File: src/rtl/alu_muldiv.sv
// alu_muldiv: multi-cycle multiply/divide unit with architectural HI/LO registers.
//
// Ports:
//   clk       clock, all state on the rising edge
//   resetn    asynchronous active-low reset
//   in_valid  request present
//   in_ready  unit can accept this cycle (idle and not flushed)
//   op        0 MULT, 1 MULTU, 2 DIV, 3 DIVU, 4 MTHI, 5 MTLO, 6/7 reserved (no-op)
//   opA       multiplicand / dividend / move source
//   opB       multiplier / divisor
//   flush     abort the in-flight op, block acceptance this cycle
//   busy      inverse of in_ready
//   done      one-cycle pulse, new HI/LO visible in the same cycle
//   hi, lo    HI and LO registers
//
// Multiply holds its latched operands for MUL_LAT cycles and writes the full product on the
// last one. Divide is restoring radix-2, MSB-first, one quotient bit per cycle on magnitudes,
// followed by a sign-fixup cycle.
module alu_muldiv #(
    parameter int unsigned WIDTH   = 32,
    parameter int unsigned MUL_LAT = 2
) (
    input  logic             clk,
    input  logic             resetn,
    input  logic             in_valid,
    output logic             in_ready,
    input  logic [2:0]       op,
    input  logic [WIDTH-1:0] opA,
    input  logic [WIDTH-1:0] opB,
    input  logic             flush,
    output logic             busy,
    output logic             done,
    output logic [WIDTH-1:0] hi,
    output logic [WIDTH-1:0] lo
);

    localparam logic [1:0] StIdle = 2'd0;
    localparam logic [1:0] StMul  = 2'd1;
    localparam logic [1:0] StDiv  = 2'd2;
    localparam logic [1:0] StFix  = 2'd3;

    localparam logic [2:0] OpMult  = 3'd0;
    localparam logic [2:0] OpMultu = 3'd1;
    localparam logic [2:0] OpDiv   = 3'd2;
    localparam logic [2:0] OpDivu  = 3'd3;
    localparam logic [2:0] OpMthi  = 3'd4;
    localparam logic [2:0] OpMtlo  = 3'd5;

    localparam int unsigned CntMax = (WIDTH > MUL_LAT) ? WIDTH : MUL_LAT;
    localparam int unsigned CntW   = $clog2(CntMax);

    logic [1:0]         state_q, state_d;
    logic [CntW-1:0]    cnt_q, cnt_d;
    logic [WIDTH-1:0]   a_q, a_d;      // raw opA: multiplicand, or dividend for div-by-zero
    logic [WIDTH-1:0]   b_q, b_d;      // raw opB for multiply, divisor magnitude for divide
    logic               sgn_q, sgn_d;  // signed multiply
    logic [WIDTH-1:0]   rem_q, rem_d;
    logic [WIDTH-1:0]   quo_q, quo_d;  // dividend bits shift out the top, quotient bits in
    logic               q_neg_q, q_neg_d;
    logic               r_neg_q, r_neg_d;
    logic [WIDTH-1:0]   hi_q, hi_d;
    logic [WIDTH-1:0]   lo_q, lo_d;
    logic               done_q, done_d;

    logic               accept;
    logic               div_signed;
    logic [WIDTH-1:0]   mag_a, mag_b;
    logic [2*WIDTH-1:0] ext_a, ext_b, product;
    logic [WIDTH:0]     rem_shift;
    logic               sub_ok;

    assign in_ready = (state_q == StIdle) && !flush;
    assign busy     = !in_ready;
    assign done     = done_q;
    assign hi       = hi_q;
    assign lo       = lo_q;
    assign accept   = in_valid && in_ready;

    // Magnitudes stay WIDTH-bit unsigned, so negating INT_MIN yields 2^(WIDTH-1) exactly.
    assign div_signed = (op == OpDiv);
    assign mag_a      = (div_signed && opA[WIDTH-1]) ? -opA : opA;
    assign mag_b      = (div_signed && opB[WIDTH-1]) ? -opB : opB;

    assign ext_a   = sgn_q ? {{WIDTH{a_q[WIDTH-1]}}, a_q} : {{WIDTH{1'b0}}, a_q};
    assign ext_b   = sgn_q ? {{WIDTH{b_q[WIDTH-1]}}, b_q} : {{WIDTH{1'b0}}, b_q};
    assign product = ext_a * ext_b;

    // Partial remainder is always below the divisor, so the low WIDTH bits of the
    // wrapped subtraction are the exact new remainder.
    assign rem_shift = {rem_q, quo_q[WIDTH-1]};
    assign sub_ok    = rem_shift >= {1'b0, b_q};

    always_comb begin
        state_d = state_q;
        cnt_d   = cnt_q;
        a_d     = a_q;
        b_d     = b_q;
        sgn_d   = sgn_q;
        rem_d   = rem_q;
        quo_d   = quo_q;
        q_neg_d = q_neg_q;
        r_neg_d = r_neg_q;
        hi_d    = hi_q;
        lo_d    = lo_q;
        done_d  = 1'b0;

        case (state_q)
            StIdle: begin
                if (accept) begin
                    case (op)
                        OpMult, OpMultu: begin
                            state_d = StMul;
                            cnt_d   = CntW'(MUL_LAT - 1);
                            a_d     = opA;
                            b_d     = opB;
                            sgn_d   = (op == OpMult);
                        end
                        OpDiv, OpDivu: begin
                            state_d = StDiv;
                            cnt_d   = CntW'(WIDTH - 1);
                            a_d     = opA;
                            b_d     = mag_b;
                            quo_d   = mag_a;
                            rem_d   = '0;
                            q_neg_d = div_signed && (opA[WIDTH-1] ^ opB[WIDTH-1]);
                            r_neg_d = div_signed && opA[WIDTH-1];
                        end
                        OpMthi: begin
                            hi_d   = opA;
                            done_d = 1'b1;
                        end
                        OpMtlo: begin
                            lo_d   = opA;
                            done_d = 1'b1;
                        end
                        default: ;
                    endcase
                end
            end
            StMul: begin
                if (flush) begin
                    state_d = StIdle;
                end else if (cnt_q == '0) begin
                    {hi_d, lo_d} = product;
                    done_d       = 1'b1;
                    state_d      = StIdle;
                end else begin
                    cnt_d = cnt_q - CntW'(1);
                end
            end
            StDiv: begin
                if (flush) begin
                    state_d = StIdle;
                end else begin
                    rem_d = sub_ok ? (rem_shift[WIDTH-1:0] - b_q) : rem_shift[WIDTH-1:0];
                    quo_d = {quo_q[WIDTH-2:0], sub_ok};
                    if (cnt_q == '0) begin
                        state_d = StFix;
                    end else begin
                        cnt_d = cnt_q - CntW'(1);
                    end
                end
            end
            StFix: begin
                if (flush) begin
                    state_d = StIdle;
                end else begin
                    if (b_q == '0) begin
                        lo_d = '1;
                        hi_d = a_q;
                    end else begin
                        lo_d = q_neg_q ? -quo_q : quo_q;
                        hi_d = r_neg_q ? -rem_q : rem_q;
                    end
                    done_d  = 1'b1;
                    state_d = StIdle;
                end
            end
            default: state_d = StIdle;
        endcase
    end

    always_ff @(posedge clk or negedge resetn) begin
        if (!resetn) begin
            state_q <= StIdle;
            cnt_q   <= '0;
            a_q     <= '0;
            b_q     <= '0;
            sgn_q   <= 1'b0;
            rem_q   <= '0;
            quo_q   <= '0;
            q_neg_q <= 1'b0;
            r_neg_q <= 1'b0;
            hi_q    <= '0;
            lo_q    <= '0;
            done_q  <= 1'b0;
        end else begin
            state_q <= state_d;
            cnt_q   <= cnt_d;
            a_q     <= a_d;
            b_q     <= b_d;
            sgn_q   <= sgn_d;
            rem_q   <= rem_d;
            quo_q   <= quo_d;
            q_neg_q <= q_neg_d;
            r_neg_q <= r_neg_d;
            hi_q    <= hi_d;
            lo_q    <= lo_d;
            done_q  <= done_d;
        end
    end

endmodule

File: config.mk
export PLATFORM = sky130hd
export DESIGN_NAME = alu_muldiv
export DESIGN_NICKNAME = d
export VERILOG_FILES = /design/src/rtl/alu_muldiv.sv
export SDC_FILE = /design/constraint.sdc
export NUM_CORES = 2
export LEC_CHECK = 0
export ABC_CLOCK_PERIOD_IN_PS = 17700
export CORE_ASPECT_RATIO = 0.6
export CORE_UTILIZATION = 35
export DETAILED_ROUTE_END_ITERATION = 16
export MAX_ROUTING_LAYER = met4
export PLACE_DENSITY = 0.57
export SYNTH_ARGS = -nofsm -noshare
export SYNTH_HDL_FRONTEND = slang
export SYNTH_SLANG_ARGS = --single-unit
File: constraint.sdc
create_clock -name clk -period 17.7 [get_ports clk]
set_input_delay 2.655 -clock clk [delete_from_list [all_inputs] [get_ports clk]]
set_output_delay 2.655 -clock clk [all_outputs]
set_load 0.005 [all_outputs]
==> impl_metrics.py <==
metrics = {
    "logic_synthesis": {
        "synth_top_cells_by_area": "fa_1, inv_1, dfrtp_1",
        "synth.largest_area_cell": "fa_1",
        "yosys_warnings": 0,
        "yosys_most_used_dff": "dfrtp_1",
        "yosys-mux-area-fraction_pct": 0.0996,
        "syn_nets": 8690,
        "synth_compound_area_share_pct": 7.72,
        "yosys_register_bits": 203,
        "synth.avg_cell_area_um2": 8.98,
        "yosysMostFrequentCell": "inv_1",
        "syn_area_um2": 61500,
        "async_reset_ff_share_pct": 100,
        "synthesis.instances": 6849,
        "synth.distinct_cells": 84,
        "synth_commonest_cells": "inv_1, fa_1, nand2_1",
        "synth-xor-area-share_pct": 3.69,
        "synth_top_family_by_area": "adder cells",
        "seq_area_frac_synth_pct": 8.25,
        "synthSimpleGateAreaFrac_pct": 14.9,
        "synthAdderAreaFrac_pct": 53.3,
        "synth_edf_count": 0,
        "synth_top_area_share_pct": 46.2,
    },
    "floorplanning": {
        "core_um2": 173000,
        "row_count": 118,
        "die_x_um": 543,
        "initial_core_util_pct": 35.5,
        "die_y_um": 327,
        "die_area_um2": 178000,
        "num_io_pins": 138,
    },
    "cts": {
        "cts_buffers": 28,
        "clock-root-buffer": "clkbuf_16",
        "cts_setup_buffers": 0,
        "clk_pin_slew_ns": 0.06,
        "cts_hold_buffers": 0,
        "cts.path.max_buffers": 3,
        "cts_resized": 0,
        "clk_latency_ns": 0.60,
        "cts.sinks": 203,
        "cts_tree": "yes",
        "htreeDepth": 1,
    },
    "timing": {
        "max-slew-margin-rel_pct": 19.1,
        "hold_viol": 0,
        "maxSlewViolCount": 0,
        "finalClockSkew_ns": 0.0423,
        "clock.fmax_mhz": 96.1,
        "rsz0062_at_grt": "no",
        "setup_tns_ns": 0,
        "setup_viol_count_final": 0,
        "worst_pin_slew_ns": 1.21,
        "period_minus_slack_ns": 10.41,
        "finalCritPeriodShare_pct": 58.8,
    },
    "min_path": {
        "min_from": "a_q[29]$_DFFE_PN0P_",
        "worstHoldPathType": "register to register",
        "hold_path_depth": 2,
    },
    "detailed_routing": {
        "wl_per_cell_um": 24.1,
        "drc_errors": 0,
        "via_per_inst": 5.16,
        "wl_mm": 220,
        "drtPass1Iterations": 6,
        "drtIter0Drc": 4659,
        "vias": 47000,
        "ant_nets": 0,
    },
    "worst_setup_path": {
        "cp-start-kind": "register",
        "path_delay_family": "adder cells",
        "critPathRequiredTime_ns": 18.18,
        "path_buf_inv": 9,
        "path_max_fanout": 18,
        "crit_start": "a_q[5]$_DFFE_PN0P_",
        "reg2reg_depth": 31,
        "path_depth": 31,
        "endpoint_kind": "register",
        "cpPeakStageDelay_ns": 0.80,
        "crit_slowest_cell": "a211oi_1",
        "cp_common_cell": "fa_1",
        "r2r_start": "a_q[5]$_DFFE_PN0P_",
        "crit_type": "register to register",
        "critPathArrivalTime_ns": 10.90,
    },
    "place": {
        "gp_congestion": 0.968,
        "dp_hpwl_mm": 177,
        "port_buffers": 137,
    },
    "final_layout": {
        "nets": 8587,
        "fillCellCount": 17500,
        "drive_gt1_share_pct": 2.93,
        "seq_area_um2": 5080,
        "syn_to_final_growth_pct": 7.59,
        "multiInputGateArea_um2": 49100,
    },
    "global_route": {
        "grt_usage_pct": 26.2,
        "antenna_found_initial": 13,
        "grt_pass1_vias": 49800,
        "grt_max_degree": 93,
        "grt.overflow.total": 0,
        "grt_first_pass_wirelength_mm": 334,
    },
    "job": {
        "drv_cap": 0,
    },
    "outcome": {
        "status": "finished clean",
    },
}
state kept, by name, indices dropped and copies added (netlist names):
name and flops:
a_q 32, b_q 32, hi 32, lo 32
quo_q 32, rem_q 32, cnt_q 5, state_q 2
done 1, q_neg_q 1, r_neg_q 1, sgn_q 1
cell usage in the layout, fill, tap and decap left out, drive strengths merged, types with 21 or more instances in the layout:
cell,n
o21ai,252
nand3,37
o31ai,37
nand2,861
clkbuf,34
nor3,36
fa,1420
xor2,95
a21o,39
nand2b,25
dfrtp,203
nor4,27
xnor2,164
nor2,185
ha,350
clkdlybuf4s50,136
nand4,25
a211oi,21
buf,107
a221oi,33
a31oi,35
inv,1589
a21oi,204
and3,34
and2,579
final cells by class:
type	count	share of cell area, %
Multi-Input combinational cell	4682	74.2
Clock buffer	34	1.17
Sequential cell	203	7.68
Inverter	1588	9.00
Timing Repair Buffer	243	3.28
Clock inverter	17	0.266
Tap cell	2340	4.42
Antenna cell	5	0.0189
through the flow:
stage | hold WS, ns | cell area, um2 | worst slack (ns) | instances | utilization, %
2_1_floorplan | 0.473 | 61500 | 8.71 | 6849 | -
3_3_place_gp | 0.468 | 65200 | 7.53 | 9056 | 37.6
3_5_place_dp | 0.467 | 65200 | 7.47 | 9056 | 37.6
4_1_cts | 0.482 | 66200 | 7.44 | 9107 | 38.2
5_1_grt | 0.519 | 66200 | 6.92 | 9109 | 38.2
6_report | 0.479 | 66200 | 7.29 | 9112 | 38.2
cells by family (layout without fill, tap and decap cells):
family / Yosys count / count (layout)
AO/OA/AOI/OAI: 767 / 767
other: 0 / 5
flip-flops: 203 / 203
adder cells (fa/ha/maj): 1771 / 1771
multiplexers: 6 / 6
XOR/XNOR: 259 / 259
buffers and inverters: 1964 / 1882
AND/OR/NAND/NOR: 1879 / 1879
path summary, 6_finish.rpt:
path,to,slack [ns]
max in group asynchronous,hi[10]$_DFFE_PN0P_,13.50
worst min-delay path,a_q[29]$_DFFE_PN0P_,0.48
worst max register to register,hi[29]$_DFFE_PN0P_,7.29
worst max-delay path,hi[29]$_DFFE_PN0P_,7.29
min in group asynchronous,lo[27]$_DFFE_PN0P_,2.10
worst min register to register,a_q[29]$_DFFE_PN0P_,0.48
worst min-delay path: cells and delay by family, from the launching register on:
family | cells | cell delay (ns)
AND/OR/NAND/NOR | 2 | 0.10
flip-flops | 1 | 0.34
metal layers:
metal  vias up  share of wire (%)  global-route usage (%)
met2      2232                 38                    33.8
met4         0                2.2                    4.96
met5         -                  0                       -
li1      20200                  -                       -
met1     24300                 48                    39.9
met3       186                 12                    7.33
Power is left out: the tool's default activity adds up to more than one toggle a clock period on the data nets, which glitch-free logic cannot reach.
